$ cat src/rtl/instr_cache.sv
// Direct-mapped instruction cache with same-cycle hits and a single-block refill FSM.
// Optional hit/miss counters are compiled in when ICACHE_STATS_EN is defined.
module instr_cache #(
    parameter int unsigned INDEX_BITS = 3,
    parameter int unsigned TAG_BITS   = 3
) (
    input  logic                           CLK,
    input  logic                           RESET,
    input  logic [31:0]                    PC,
    output logic [31:0]                    INSTRUCTION,
    output logic                           BUSYWAIT,
    output logic                           MEM_READ,
    output logic [TAG_BITS+INDEX_BITS-1:0] MEM_ADDRESS,
    input  logic [127:0]                   MEM_READDATA,
    input  logic                           MEM_BUSYWAIT
`ifdef ICACHE_STATS_EN
    ,
    output logic [15:0]                    HIT_COUNT,
    output logic [15:0]                    MISS_COUNT
`endif
);

    localparam int unsigned ADDR_W     = TAG_BITS + INDEX_BITS;
    localparam int unsigned NUM_BLOCKS = 1 << INDEX_BITS;
    localparam int unsigned BLOCK_W    = 128;
    localparam int unsigned WORD_W     = 32;

    typedef enum logic {
        S_IDLE,
        S_MEM_READ
    } state_t;

    state_t state;
    state_t next_state;

    logic [1:0]            blk_offset;
    logic [INDEX_BITS-1:0] blk_index;
    logic [TAG_BITS-1:0]   blk_tag;
    logic                  unused_pc;

    logic [NUM_BLOCKS-1:0] valid_arr;
    logic [TAG_BITS-1:0]   tag_arr  [NUM_BLOCKS];
    logic [BLOCK_W-1:0]    data_arr [NUM_BLOCKS];

    logic                  hit;
    logic                  miss_start;
    logic                  fill_en;
    logic [INDEX_BITS-1:0] fill_index;
    logic [TAG_BITS-1:0]   fill_tag;

    // Address decomposition; bits above the cached 1 KB window and the byte offset are dropped
    assign blk_offset = PC[3:2];
    assign blk_index  = PC[INDEX_BITS+3:4];
    assign blk_tag    = PC[ADDR_W+3:INDEX_BITS+4];
    assign unused_pc  = ^{PC[31:ADDR_W+4], PC[1:0]};

    assign hit         = valid_arr[blk_index] && (tag_arr[blk_index] == blk_tag);
    assign INSTRUCTION = hit ? data_arr[blk_index][{blk_offset, 5'b0} +: WORD_W] : '0;

    // Refill always targets the latched block address, not the live PC
    assign fill_index = MEM_ADDRESS[INDEX_BITS-1:0];
    assign fill_tag   = MEM_ADDRESS[ADDR_W-1:INDEX_BITS];

    always_ff @(posedge CLK or posedge RESET) begin
        if (RESET) begin
            state <= S_IDLE;
        end else begin
            state <= next_state;
        end
    end

    always_comb begin
        next_state = state;
        BUSYWAIT   = 1'b0;
        MEM_READ   = 1'b0;
        miss_start = 1'b0;
        fill_en    = 1'b0;
        case (state)
            S_IDLE: begin
                BUSYWAIT = !hit;
                if (!hit) begin
                    miss_start = 1'b1;
                    next_state = S_MEM_READ;
                end
            end
            S_MEM_READ: begin
                BUSYWAIT = 1'b1;
                MEM_READ = 1'b1;
                if (!MEM_BUSYWAIT) begin
                    fill_en    = 1'b1;
                    next_state = S_IDLE;
                end
            end
            default: next_state = S_IDLE;
        endcase
    end

    always_ff @(posedge CLK or posedge RESET) begin
        if (RESET) begin
            MEM_ADDRESS <= '0;
        end else if (miss_start) begin
            MEM_ADDRESS <= {blk_tag, blk_index};
        end
    end

    always_ff @(posedge CLK or posedge RESET) begin
        if (RESET) begin
            valid_arr <= '0;
        end else if (fill_en) begin
            valid_arr[fill_index] <= 1'b1;
        end
    end

    // Tag and data storage carry no reset; the valid bits guard them
    always_ff @(posedge CLK) begin
        if (fill_en) begin
            tag_arr[fill_index]  <= fill_tag;
            data_arr[fill_index] <= MEM_READDATA;
        end
    end

`ifdef ICACHE_STATS_EN
    logic refill_done;
    logic hit_inc;

    // The fetch that caused a refill was already counted as a miss
    assign hit_inc = (state == S_IDLE) && hit && !refill_done;

    always_ff @(posedge CLK or posedge RESET) begin
        if (RESET) begin
            refill_done <= 1'b0;
            HIT_COUNT   <= '0;
            MISS_COUNT  <= '0;
        end else begin
            refill_done <= fill_en;
            if (hit_inc && (HIT_COUNT != 16'hFFFF)) begin
                HIT_COUNT <= HIT_COUNT + 16'd1;
            end
            if (miss_start && (MISS_COUNT != 16'hFFFF)) begin
                MISS_COUNT <= MISS_COUNT + 16'd1;
            end
        end
    end
`endif

endmodule
$ cat config.mk
export PLATFORM = sky130hd
export DESIGN_NAME = instr_cache
export DESIGN_NICKNAME = d
export VERILOG_FILES = /design/src/rtl/instr_cache.sv
export SDC_FILE = /design/constraint.sdc
export NUM_CORES = 1
export LEC_CHECK = 0
export BUFFER_PORTS_ARGS = -buffer_cell sky130_fd_sc_hd__clkbuf_2
export CORE_AREA = 2 2 265 267
export DETAILED_ROUTE_END_ITERATION = 10
export DIE_AREA = 0 0 267 269
export GPL_TIMING_DRIVEN = 0
export PLACE_DENSITY = 0.8
export REMOVE_ABC_BUFFERS = 1
export SYNTH_ARGS = -nofsm -noshare
export SYNTH_HDL_FRONTEND = slang
export SYNTH_SLANG_ARGS = --single-unit
$ cat constraint.sdc
create_clock -name CLK -period 12.05 [get_ports CLK]
set_clock_uncertainty 0.1 [all_clocks]
set_input_delay 1.8075 -clock CLK [delete_from_list [all_inputs] [get_ports CLK]]
set_output_delay 1.8075 -clock CLK [all_outputs]
set_load 0.05 [all_outputs]
==> run summary <==
The tightest min-delay check is of the flip-flop to flip-flop type. In the synthesized netlist, the cells that appear most often are 1048 x edfxtp_1, 249 x mux4_2, 62 x a211oi_1. The synthesized design contains roughly 1100 register bits.

Max-cap violations in this run came to 0. The maximum clock frequency is 132.1 MHz. The number of global-route vias before repair came to 19630. The sum of buffers and inverters on the critical path came out at 4.

The register clock-pin slew on the reported worst setup and hold paths came out at approximately 60 ps. The number of warnings printed during yosys synthesis is 0. The post-route netlist has 32.63% of its cells at a drive strength greater than 1.

Setup violations remaining at the end of the flow were counted as 0. The critical path goes through clkbuf_8 > buf_16 > inv_4 > a2111oi_0 > nor4_1 > and3b_1 > nand2_4 > nor2_1 > clkbuf_2. The area of the placeable core came out at 0.06930 mm². The count of non-filler cells in the finished layout came out at about 3000.

Clock tree synthesis selected as its root buffer the cell clkbuf_16. The shortest clock period the worst path allows after layout is between 7000 and 8000 ps. The global-route total usage across every layer is between 20% and 30%.

The initial antenna violation count is 19. The later pin in the worst-skew pair is clocked with a latency of around 640 ps. In this run the horizontal extent of the chip is ~270 µm.

Once placement completed, the tool counted placed cells totaling between 2000 and 3000. The register-to-register path setup slack came out at around 8600 ps. The mean instance size in the synthesized netlist is approximately 24 µm².

Sorting the synthesized cells by area gives the leading types as edfxtp_1 77%, mux4_2 14%, mux4_1 3.0%. Summing every instance area after synthesis gives 0.04089 mm². The first-pass GRT wire length is about 130000 µm. The count of input and output buffers is roughly 180. Of all cell types, the one taking the most synthesized area is edfxtp_1. Measured against its own limit, the worst slew margin works out to about a third. The post-synthesis cell type count is 35. The share of Yosys cell area claimed by the top area cell type is approximately 77%. The area of the die is slightly above 0.07 mm². The standard cell with the maximum stage delay on the critical path is a2111oi_0. The total iterations of the first detailed-routing run is 5. The type of origin of the critical path is a primary input. TritonCTS built the clock tree. The final-stage net count came out at 2115. The number of CTS-inserted buffers is just under 100. Using the TritonRoute via totals, the vias-per-cell ratio works out to 6.270. The endpoint type of the worst setup path is an output port. The most common cell in the synthesized netlist is edfxtp_1. The largest fanout on the critical path is 89. Yosys mapped a number of flops with a built-in enable equal to 1048. After global routing the overflow that remains totals 0. The pin slew with the least headroom to its limit is just under 1000 ps. The proportion of register bits with asynchronous set or reset after synthesis came out at around 1.4%. After technology mapping, the gate count stands at approximately 1700. The violation count after the first detailed-routing iteration is roughly 1900. The final cycle utilization of the critical path is about 63%. The depth of the CTS H-tree is 3. For this block, the routed nets add up to about 84000 µm of wire.

The number of I/O pins came out at just over 200. Hold repair after CTS inserted 0 buffers. The detail route stage leaves a number of antenna-violating nets equal to 0. The largest stage delay on the critical path came out at roughly 710 ps.

After layout, the worst setup slack is 4479 ps. The top cell family by delay on the critical path is simple AND/OR/NAND/NOR gates. The cell row count is 97. The number of buffers added for setup after CTS is 0. In the routed design, unresolved DRC markers number 0. The pin count of the biggest net entering global routing came out at 100. The post-placement setup slack is ~4400 ps. The number of failing hold endpoints at the final stage came out at 0. The max-slew violation total from the final report is 0. The data arrival time of the worst path came out at ~5700 ps.

The number of gates resized after cts is 0. The routability-driven placement congestion ratio is approximately 0.69. Data on the critical path is required at its endpoint by about 10000 ps. Setup repair after global routing left no endpoint under its margin.

The final HPWL from detailed placement came out at about 47000 µm. The initial core utilization came out at about three fifths. Across all layers, the routed design uses approximately 19000 vias. The run finished with clean final reports.

The clock sink count came out at about 1100. The sequential fraction of the synthesis area came out at 77.89%. The power density of the placed cells came out at roughly 180 mW/mm².

The worst setup path is of the primary input to output port kind. The analysis attributes to cell leakage a power of 0.01518 µW. The maximum ir drop on the vdd rail came out at about 0.00013 V. The floorplan step set the die height to 269 µm. After detailed routing, the average wire length per cell comes to about 28 µm.

Relative to the synthesized area, the layout overhead comes to 14.74%. The primary flip-flop cell chosen by synthesis mapping is edfxtp_1. The buffer levels on the longest clock path came out at 3.
## cell families (layout without fill, tap and decap cells)
logic type | count (synthesis) | in the layout | share of synthesized area (%)
compound gates | 98 | 98 | 1.634
xor+xnor | 2 | 2 | 0.04285
buf+inv | 96 | 434 | 1.478
flops | 1063 | 1063 | 77.89
mux | 339 | 339 | 17.78
other cells | 0 | 6 | 0
simple gates | 93 | 93 | 1.181
## power by group
group | internal [µW] | leakage [µW] | switching, µW | total [µW]
logic | 322 | 0.00403 | 504 | 826
clock network | 1700 | 0.00151 | 1280 | 2990
registers | 4380 | 0.00964 | 78.2 | 4460
## registers in the layout, indices dropped and copies added (netlist names)
register / flops
state: 1
valid_arr: 8
tag_arr: 24
data_arr: 1024
MEM_ADDRESS: 6
## layout make-up
type                       count  area, µm²
antenna                        6      15.01
clock buffer                 123       2567
clock inverter                53      528.0
fill                        4047      22390
inverter                       2      10.01
multi-input combinational    532       8499
sequential                  1063      31850
tap                          940       1176
timing repair buffer         256       2273
## worst paths after layout
kind,start,to,cells after the start
setup reg to reg,state,data_arr[0][47],8
setup / recovery,PC[5],INSTRUCTION[10],9
hold / removal,valid_arr[0],valid_arr[0],1
hold reg to reg,valid_arr[0],valid_arr[0],1
max in group asynchronous,RESET,MEM_ADDRESS[5],2
min in group asynchronous,RESET,valid_arr[4],2
## stage by stage
step	util, %	TNS [ps]	hold slack (ps)	power [µW]	instance area [µm²]
2_1_floorplan	-	-581.4	333.7	4998	40290
6_report	67.70	0	373.6	8267	46920
5_1_grt	67.70	0	397.5	8522	46920
3_3_place_gp	61.12	-4385430	346.0	5431	42360
3_5_place_dp	63.21	0	354.9	5359	43800
4_1_cts	67.68	0	372.8	8328	46900
## layer usage
metal | vias up | track usage, % | wire, µm
li1 | 7852 | - | -
met1 | 9867 | 33.62 | 33280
met2 | 767 | 38.46 | 41990
met3 | 140 | 4.868 | 6438
met4 | 26 | 7.425 | 1831
met5 | - | 0 | 156
## cell usage in the layout, fill, tap and decap left out, types with 5 or more instances in the layout
master / synthesis / routed
mux2_1: 6 / 6
buf_12: 5 / 33
clkbuf_1: 48 / 24
diode_2: 0 / 6
mux4_2: 249 / 249
dfrtp_1: 15 / 15
a21oi_1: 31 / 31
bufinv_16: 0 / 9
clkinv_1: 0 / 19
nor2_1: 39 / 33
buf_6: 5 / 29
a211oi_1: 62 / 62
nor2_4: 0 / 6
clkbuf_2: 0 / 173
nor2b_1: 31 / 31
buf_8: 7 / 5
mux2i_1: 35 / 35
or2_2: 9 / 9
clkinv_2: 0 / 16
mux4_1: 46 / 46
clkbuf_16: 0 / 99
edfxtp_1: 1048 / 1048
buf_16: 0 / 10
No activity file was read; power rests on OpenSTA's default activity.
